[config.mk]
export PLATFORM = sky130hd
export DESIGN_NAME = cam_capture_ctrl_flat
export DESIGN_NICKNAME = d
export VERILOG_FILES = /design/src/rtl/cam_capture_ctrl_if.sv /design/src/rtl/cam_capture_ctrl.sv /design/src/flat_wrapper.sv
export SDC_FILE = /design/constraint.sdc
export NUM_CORES = 1
export LEC_CHECK = 0
export ABC_AREA = 1
export CORE_MARGIN = 10
export CORE_UTILIZATION = 40
export CTS_CLUSTER_SIZE = 28
export DETAILED_ROUTE_END_ITERATION = 10
export HOLD_SLACK_MARGIN = 0.1
export PLACE_DENSITY_LB_ADDON = 0.3
export SLEW_MARGIN = 20
export SYNTH_ARGS = -nofsm -noshare
export SYNTH_HDL_FRONTEND = slang
export SYNTH_SLANG_ARGS = --single-unit
[constraint.sdc]
create_clock -name i_cam_pclk -period 1.6 [get_ports i_cam_pclk]
set_input_delay 0.32 -clock i_cam_pclk [delete_from_list [all_inputs] [get_ports i_cam_pclk]]
set_output_delay 0.32 -clock i_cam_pclk [all_outputs]
set_load 0.01 [all_outputs]
[src/rtl/cam_capture_ctrl_if.sv]
// Camera capture controller bundle: camera pins, arm controls, frame-buffer
// write side and status. The optional statistics counters exist only when
// CAM_CAPTURE_STATS_EN is defined.
interface cam_capture_ctrl_if #(
    parameter int ADDR_W = 19
);
    logic              cam_vsync;
    logic              cam_href;
    logic              start;
    logic              continuous;
    logic              buf_ready;
    logic              cap_href;
    logic              pix_we;
    logic [ADDR_W-1:0] pix_addr;
    logic [9:0]        pix_x;
    logic [9:0]        pix_y;
    logic              busy;
    logic              frame_done;
    logic              line_err;
`ifdef CAM_CAPTURE_STATS_EN
    logic [15:0]       frame_cnt;
    logic [15:0]       drop_cnt;
`endif

    modport slave (
        input  cam_vsync, cam_href, start, continuous, buf_ready,
        output cap_href, pix_we, pix_addr, pix_x, pix_y, busy, frame_done, line_err
`ifdef CAM_CAPTURE_STATS_EN
        , output frame_cnt, drop_cnt
`endif
    );

    modport master (
        output cam_vsync, cam_href, start, continuous, buf_ready,
        input  cap_href, pix_we, pix_addr, pix_x, pix_y, busy, frame_done, line_err
`ifdef CAM_CAPTURE_STATS_EN
        , input frame_cnt, drop_cnt
`endif
    );
endinterface

[src/rtl/cam_capture_ctrl.sv]
// Frame-capture sequencer: waits for a full VSYNC pulse, gates HREF to the
// RGB565 byte-pair reader, and produces pixel write strobes, coordinates and
// linear addresses aligned with the reader output.
// Optional feature macro: CAM_CAPTURE_STATS_EN (frame / drop counters).
module cam_capture_ctrl #(
    parameter int H_SIZE = 640,
    parameter int V_SIZE = 480,
    parameter int ADDR_W = 19
) (
    input  logic              i_cam_pclk,
    input  logic              i_reset_n,
    cam_capture_ctrl_if.slave cam_if
);
    typedef enum logic [2:0] {
        S_IDLE    = 3'd0,
        S_ARMED   = 3'd1,
        S_SYNC    = 3'd2,
        S_CAPTURE = 3'd3,
        S_DONE    = 3'd4
    } state_t;

    localparam logic [ADDR_W-1:0] H_STEP  = ADDR_W'(H_SIZE);
    localparam logic [9:0]        H_LIM   = 10'(H_SIZE);
    localparam logic [9:0]        V_LAST  = 10'(V_SIZE - 1);
    localparam logic [10:0]       CNT_H   = 11'(H_SIZE);
    localparam logic [10:0]       CNT_MAX = 11'h7FF;

    state_t            r_state;
    state_t            w_state_next;
    logic              r_vsync_prev;
    logic              r_href_prev;
    logic              r_phase;
    logic              r_pix_we;
    logic [9:0]        r_pix_x;
    logic [9:0]        r_pix_y;
    logic [ADDR_W-1:0] r_pix_addr;
    logic [ADDR_W-1:0] r_line_base;
    logic [10:0]       r_pix_cnt;
    logic              r_line_err;
    logic              w_busy;
    logic              w_frame_done;
    logic              w_cap_href;

    // Edge detectors against the registered previous pin values.
    logic w_vs_rise, w_vs_fall, w_href_fall, w_byte2, w_line_last, w_cap_start, w_drop;
    assign w_vs_rise   = cam_if.cam_vsync & ~r_vsync_prev;
    assign w_vs_fall   = ~cam_if.cam_vsync & r_vsync_prev;
    assign w_href_fall = r_href_prev & ~cam_if.cam_href;
    assign w_byte2     = cam_if.cam_href & r_phase;
    assign w_line_last = w_href_fall && (r_pix_y == V_LAST);
    assign w_cap_start = (r_state == S_SYNC) && w_vs_fall && cam_if.buf_ready;
    assign w_drop      = (r_state == S_SYNC) && w_vs_fall && !cam_if.buf_ready;

    // State register.
    always_ff @(posedge i_cam_pclk or negedge i_reset_n) begin
        if (!i_reset_n) r_state <= S_IDLE;
        else            r_state <= w_state_next;
    end

    // Next-state logic; a completed last line wins over a coincident early VSYNC.
    always_comb begin
        w_state_next = r_state;
        case (r_state)
            S_IDLE:    if (cam_if.start || cam_if.continuous) w_state_next = S_ARMED;
            S_ARMED:   if (w_vs_rise) w_state_next = S_SYNC;
            S_SYNC:    if (w_vs_fall) w_state_next = cam_if.buf_ready ? S_CAPTURE : S_ARMED;
            S_CAPTURE: if (w_line_last || w_vs_rise) w_state_next = S_DONE;
            S_DONE:    w_state_next = cam_if.continuous ? S_ARMED : S_IDLE;
            default:   w_state_next = S_IDLE;
        endcase
    end

    // State-decoded outputs; the HREF gate adds no latency.
    always_comb begin
        w_busy       = (r_state != S_IDLE);
        w_frame_done = (r_state == S_DONE);
        w_cap_href   = cam_if.cam_href && (r_state == S_CAPTURE);
    end

    // Pixel datapath: byte phase, strobes, coordinates, address accumulation, error flag.
    always_ff @(posedge i_cam_pclk or negedge i_reset_n) begin
        if (!i_reset_n) begin
            r_vsync_prev <= 1'b0;
            r_href_prev  <= 1'b0;
            r_phase      <= 1'b0;
            r_pix_we     <= 1'b0;
            r_pix_x      <= '0;
            r_pix_y      <= '0;
            r_pix_addr   <= '0;
            r_line_base  <= '0;
            r_pix_cnt    <= '0;
            r_line_err   <= 1'b0;
        end else begin
            r_vsync_prev <= cam_if.cam_vsync;
            r_href_prev  <= cam_if.cam_href;
            r_pix_we     <= 1'b0;
            if (w_cap_start) begin
                r_phase     <= 1'b0;
                r_pix_x     <= '0;
                r_pix_y     <= '0;
                r_pix_addr  <= '0;
                r_line_base <= '0;
                r_pix_cnt   <= '0;
                r_line_err  <= 1'b0;
            end else if (r_state == S_CAPTURE) begin
                r_phase <= cam_if.cam_href & ~r_phase;
                // The coordinate of a written pixel advances after its strobe.
                if (r_pix_we) begin
                    r_pix_x    <= r_pix_x + 10'd1;
                    r_pix_addr <= r_pix_addr + ADDR_W'(1);
                end
                if (w_byte2) begin
                    if (r_pix_cnt != CNT_MAX) r_pix_cnt <= r_pix_cnt + 11'd1;
                    if (r_pix_x < H_LIM) r_pix_we   <= 1'b1;
                    else                 r_line_err <= 1'b1;
                end
                // Row step: next row base = previous base + H_SIZE.
                if (w_href_fall) begin
                    if (r_pix_cnt != CNT_H) r_line_err <= 1'b1;
                    r_pix_cnt   <= '0;
                    r_pix_x     <= '0;
                    r_pix_y     <= r_pix_y + 10'd1;
                    r_line_base <= r_line_base + H_STEP;
                    r_pix_addr  <= r_line_base + H_STEP;
                end
                if (w_vs_rise && !w_line_last) r_line_err <= 1'b1;
            end
        end
    end

    assign cam_if.cap_href   = w_cap_href;
    assign cam_if.pix_we     = r_pix_we;
    assign cam_if.pix_addr   = r_pix_addr;
    assign cam_if.pix_x      = r_pix_x;
    assign cam_if.pix_y      = r_pix_y;
    assign cam_if.busy       = w_busy;
    assign cam_if.frame_done = w_frame_done;
    assign cam_if.line_err   = r_line_err;

`ifdef CAM_CAPTURE_STATS_EN
    logic [15:0] r_frame_cnt;
    logic [15:0] r_drop_cnt;

    // Count completed captures and frames dropped for lack of a free buffer.
    always_ff @(posedge i_cam_pclk or negedge i_reset_n) begin
        if (!i_reset_n) begin
            r_frame_cnt <= '0;
            r_drop_cnt  <= '0;
        end else begin
            if (r_state == S_DONE) r_frame_cnt <= r_frame_cnt + 16'd1;
            if (w_drop)            r_drop_cnt  <= r_drop_cnt + 16'd1;
        end
    end

    assign cam_if.frame_cnt = r_frame_cnt;
    assign cam_if.drop_cnt  = r_drop_cnt;
`else
    logic w_unused_drop;
    assign w_unused_drop = w_drop;
`endif
endmodule

[src/flat_wrapper.sv]
// flat-port wrapper written by rule: the top's interface ports become plain ports
module cam_capture_ctrl_flat 
#(
    parameter int H_SIZE = 640,
    parameter int V_SIZE = 480,
    parameter int ADDR_W = 19
)
  (i_cam_pclk, i_reset_n, cam_if_cam_vsync, cam_if_cam_href, cam_if_start, cam_if_continuous, cam_if_buf_ready, cam_if_cap_href, cam_if_pix_we, cam_if_pix_addr, cam_if_pix_x, cam_if_pix_y, cam_if_busy, cam_if_frame_done, cam_if_line_err);
  cam_capture_ctrl_if #(.ADDR_W(ADDR_W)) cam_if_i ();
  input  logic i_cam_pclk;
  input  logic i_reset_n;
  input wire logic [$bits(cam_if_i.cam_vsync)-1:0] cam_if_cam_vsync;
  input wire logic [$bits(cam_if_i.cam_href)-1:0] cam_if_cam_href;
  input wire logic [$bits(cam_if_i.start)-1:0] cam_if_start;
  input wire logic [$bits(cam_if_i.continuous)-1:0] cam_if_continuous;
  input wire logic [$bits(cam_if_i.buf_ready)-1:0] cam_if_buf_ready;
  output wire logic [$bits(cam_if_i.cap_href)-1:0] cam_if_cap_href;
  output wire logic [$bits(cam_if_i.pix_we)-1:0] cam_if_pix_we;
  output wire logic [$bits(cam_if_i.pix_addr)-1:0] cam_if_pix_addr;
  output wire logic [$bits(cam_if_i.pix_x)-1:0] cam_if_pix_x;
  output wire logic [$bits(cam_if_i.pix_y)-1:0] cam_if_pix_y;
  output wire logic [$bits(cam_if_i.busy)-1:0] cam_if_busy;
  output wire logic [$bits(cam_if_i.frame_done)-1:0] cam_if_frame_done;
  output wire logic [$bits(cam_if_i.line_err)-1:0] cam_if_line_err;
  assign cam_if_i.cam_vsync = cam_if_cam_vsync;
  assign cam_if_i.cam_href = cam_if_cam_href;
  assign cam_if_i.start = cam_if_start;
  assign cam_if_i.continuous = cam_if_continuous;
  assign cam_if_i.buf_ready = cam_if_buf_ready;
  assign cam_if_cap_href = cam_if_i.cap_href;
  assign cam_if_pix_we = cam_if_i.pix_we;
  assign cam_if_pix_addr = cam_if_i.pix_addr;
  assign cam_if_pix_x = cam_if_i.pix_x;
  assign cam_if_pix_y = cam_if_i.pix_y;
  assign cam_if_busy = cam_if_i.busy;
  assign cam_if_frame_done = cam_if_i.frame_done;
  assign cam_if_line_err = cam_if_i.line_err;
  cam_capture_ctrl #(.H_SIZE(H_SIZE), .V_SIZE(V_SIZE), .ADDR_W(ADDR_W)) u_core (.i_cam_pclk(i_cam_pclk), .i_reset_n(i_reset_n), .cam_if(cam_if_i));
endmodule
==> flow_summary.ini <==
[outcome]
status = finished with violations
violations = setup timing

[worst_setup_path]
cp_max_fo = 7
arrival_ns = 2.00
cp-start-kind = flip-flop
rr_startpoint = u_core.r_state[1]
critPathRequiredTime_ns = 1.90
path_buf_inv = 1
cp_slowest_stage_delay_ns = 0.50
worstSetupPathType = flip-flop to flip-flop
crit_family = flip-flops
crit_start = u_core.r_state[1]
cp_cell_sequence = nand4_4, nand2_4, o21ai_4, clkbuf_16, nor2_4, a21oi_2
cp_slowest_cell = dfrtp_2
end_kind = flip-flop

[yosys]
synth.top_cell.area_share_pct = 39.16
syn_inst = 635
yosys.area_share.adder_pct = 1.678
synthArstFlopShare_pct = 100.0
synth_top_family_by_area = simple AND/OR/NAND/NOR gates
synth_mux_area_share_pct = 0
synth-main-ff-cell = dfrtp_1
synth_edf_count = 0
yosys-top-cells-count = nand2_1, nor2_1, dfrtp_1, inv_1, nand3_1
ys_seq_area_share_pct = 39.16
yosys.area.top_type = dfrtp_1
ys.warnings.count = 0
syn_nets = 648
mappedNetlistArea_sq_um = 4473
yosys.cell_count.top_type = nand2_1
synth_seq_cells = 70
synth_area_leaders = dfrtp_1, nand2_1, nand3_1, nor2_1, inv_1
synthSimpleGateAreaFrac_pct = 38.71
synth-compound-area-share_pct = 9.538
ys_types = 36
synthXorXnorAreaFrac_pct = 3.133
syn_area_per_cell_sq_um = 7.044

[global_route]
grt_max_degree = 71
first_global_vias = 4516
gr-total-overflow = 0
grt_pass1_wl_mm = 22.07
grt_usage_pct = 16.29
antenna_found_initial = 0

[cts]
cts-root-buf = clkbuf_8
h-tree-depth = 3
cts_tree = built
clock_latency_ns = 0.37
clockBufferDepth = 2
cts_sinks = 70
cts_buffers = 9
clkSlewWorstSetupHoldPaths_ns = 0.09

[place]
hpwl_mm = 9.031
gp_routability_congestion = 0.9064
io_buffers = 50

[floorplanning]
die_w_um = 125.7
start_util_pct = 41.08
die-area_sq_um = 15810
io_pins = 51
num_rows = 38
core_area_sq_um = 10890
die_h_um = 125.7

[power_and_ir_drop]
peakVddDrop_v = 0.0006931
power.share.combinational_pct = 51.5
power_uw = 9276
switching_share_pct = 43.75
pwr_density_cell_nw_per_um2 = 1444
power.leakage_uw = 0.003105
p_seq_share_pct = 32.2
netSwitchingPower_uw = 4059
clkPwrFrac_pct = 16.3
internal-power_uw = 5218

[cells_and_area]
areaGrowthSynthToFinish_pct = 43.58
drive_above_1_share_pct = 26.69
antenna-diode-count = 0
finalNetCount = 777

[sta]
period_share_pct = 106.5
fmax_mhz = 586.9
fin_ws_ns = -0.1040
setup_viol = 52
period_minus_slack_ns = 1.704
slew_headroom_pct = 70.58
slew_violations = 0
skew_ns = 0.01607
rsz0062_at_grt = true
hold_viol = 0
whs_ns = 0.4842
worst_pin_slew_ns = 0.4396

[routing]
drt_iter0_markers = 383
num_vias = 4831
routed_wl_mm = 14.00
antenna_left = 0
drc = 0
wl_per_cell_um = 15.42
via_per_inst = 5.320
drt_first_pass_iters = 7

[run]
drv_cap = 0

[min_path]
hold_class = primary input to asynchronous set/reset pin
==> power groups by stage <==
stage          combinational (uW)  clock, uW  sequential, uW
6_report                     4780       1510            2980
5_1_grt                      5230       1600            3070
4_1_cts                      4230       1520            2940
3_5_place_dp                 3740          0            3080
3_3_place_gp                 3670          0            3070
2_1_floorplan                1920          0            3110
==> through the flow <==
stage | TNS [ns] | worst slack (ns) | std cells | cell area, sq um | utilization (%)
6_report | -2.240 | -0.1040 | 908 | 6422 | 58.99
5_1_grt | -6.409 | -0.1640 | 908 | 6422 | 58.99
4_1_cts | -1.066 | -0.06586 | 898 | 6021 | 55.30
3_5_place_dp | -17.35 | -0.3620 | 854 | 5435 | 49.92
3_3_place_gp | -15.43 | -0.3620 | 854 | 5435 | 49.92
2_1_floorplan | 0 | 0.04079 | 635 | 4473 | -
==> worst paths after layout <==
kind                                         endpoint  slack (ns)  cells after the start
setup / recovery               u_core.cam_if.pix_x[3]       -0.10                      6
hold reg to reg                        u_core.r_phase        0.53                      1
setup reg to reg               u_core.cam_if.pix_x[3]       -0.10                      6
max in group asynchronous  u_core.cam_if.pix_addr[16]        0.75                      3
min in group i_cam_pclk                u_core.r_phase        0.53                      1
hold / removal                 u_core.cam_if.pix_y[1]        0.48                      3
==> final cells by class <==
cell class              instances  area (sq um)
fillers                       929          4466
multi-input cells             483          2780
flip-flops and latches         70          1769
repair buffers                133          1240
inverters                      67         261.5
well taps                     140         175.2
clock buffers                  10         137.6
clock inverters                 5         58.81
==> state kept, by name (all words and copies together) (netlist names) <==
register / cells
u_core.cam_if.line_err: 1
u_core.cam_if.pix_addr: 19
u_core.cam_if.pix_we: 1
u_core.cam_if.pix_x: 10
u_core.cam_if.pix_y: 10
u_core.r_href_prev: 1
u_core.r_line_base: 12
u_core.r_phase: 1
u_core.r_pix_cnt: 11
u_core.r_state: 3
u_core.r_vsync_prev: 1
==> cell families (layout without fill, tap and decap cells) <==
group,Yosys count,after routing
AND/OR/NAND/NOR,387,388
flip-flops,70,70
adder cells (fa/ha/maj),6,6
AO/OA/AOI/OAI,73,73
buffers and inverters,83,215
XOR/XNOR,16,16
==> cells in the final DEF, fill, tap and decap left out, types with 3 or more instances in the layout <==
| cell | synthesis | routed |
|---|---|---|
| xor2_1 | 13 | 12 |
| dfrtp_1 | 70 | 56 |
| dlymetal6s2s_1 | 0 | 6 |
| nand3_4 | 2 | 3 |
| nor2_4 | 1 | 5 |
| buf_6 | 2 | 16 |
| dfrtp_2 | 0 | 14 |
| nor2_1 | 73 | 67 |
| a21oi_1 | 17 | 12 |
| nor3_1 | 20 | 17 |
| ha_1 | 6 | 6 |
| clkdlybuf4s50_1 | 0 | 5 |
| buf_4 | 3 | 59 |
| clkbuf_8 | 0 | 10 |
| xnor2_1 | 3 | 3 |
| nand3b_1 | 3 | 3 |
| o21a_1 | 3 | 3 |
| o21ai_0 | 41 | 16 |
| clkbuf_16 | 0 | 3 |
| buf_2 | 8 | 4 |
| nand2_8 | 0 | 7 |
| nand2_1 | 192 | 163 |
| nand4_1 | 29 | 29 |
| o21ai_1 | 0 | 17 |
| o21ai_2 | 0 | 8 |
| a21oi_2 | 2 | 7 |
| dlygate4sd2_1 | 0 | 35 |
| buf_12 | 0 | 4 |
| nand2_2 | 1 | 21 |
| inv_1 | 65 | 62 |
| nand2_4 | 4 | 7 |
| nand3_2 | 0 | 13 |
| nand3_1 | 56 | 42 |
==> metal layers <==
layer / up-vias / GRT usage, % / routed length (um)
li1: 2353 / - / -
met1: 2326 / 21.05 / 6240
met2: 132 / 26.86 / 6827
met3: 20 / 3.649 / 761
met4: 0 / 4.287 / 171
met5: - / 0 / 0
==> worst register-to-register path, stage by stage (launching register included) <==
cell	delay (ns)
dfrtp_2	0.50
nand4_4	0.22
nand2_4	0.14
o21ai_4	0.37
clkbuf_16	0.26
nor2_4	0.04
a21oi_2	0.11
==> what timing repair did <==
item | in CTS | in global routing
pin swaps | 7 | 15
setup buffers | 26 | 8
endpoints found under the hold margin | 70 | 0
resized for setup | 107 | 103
hold buffers | 1 | 0
gates cloned | 2 | 5
endpoints found under the setup margin | 62 | 73
Power figures use the tool's default switching activity.
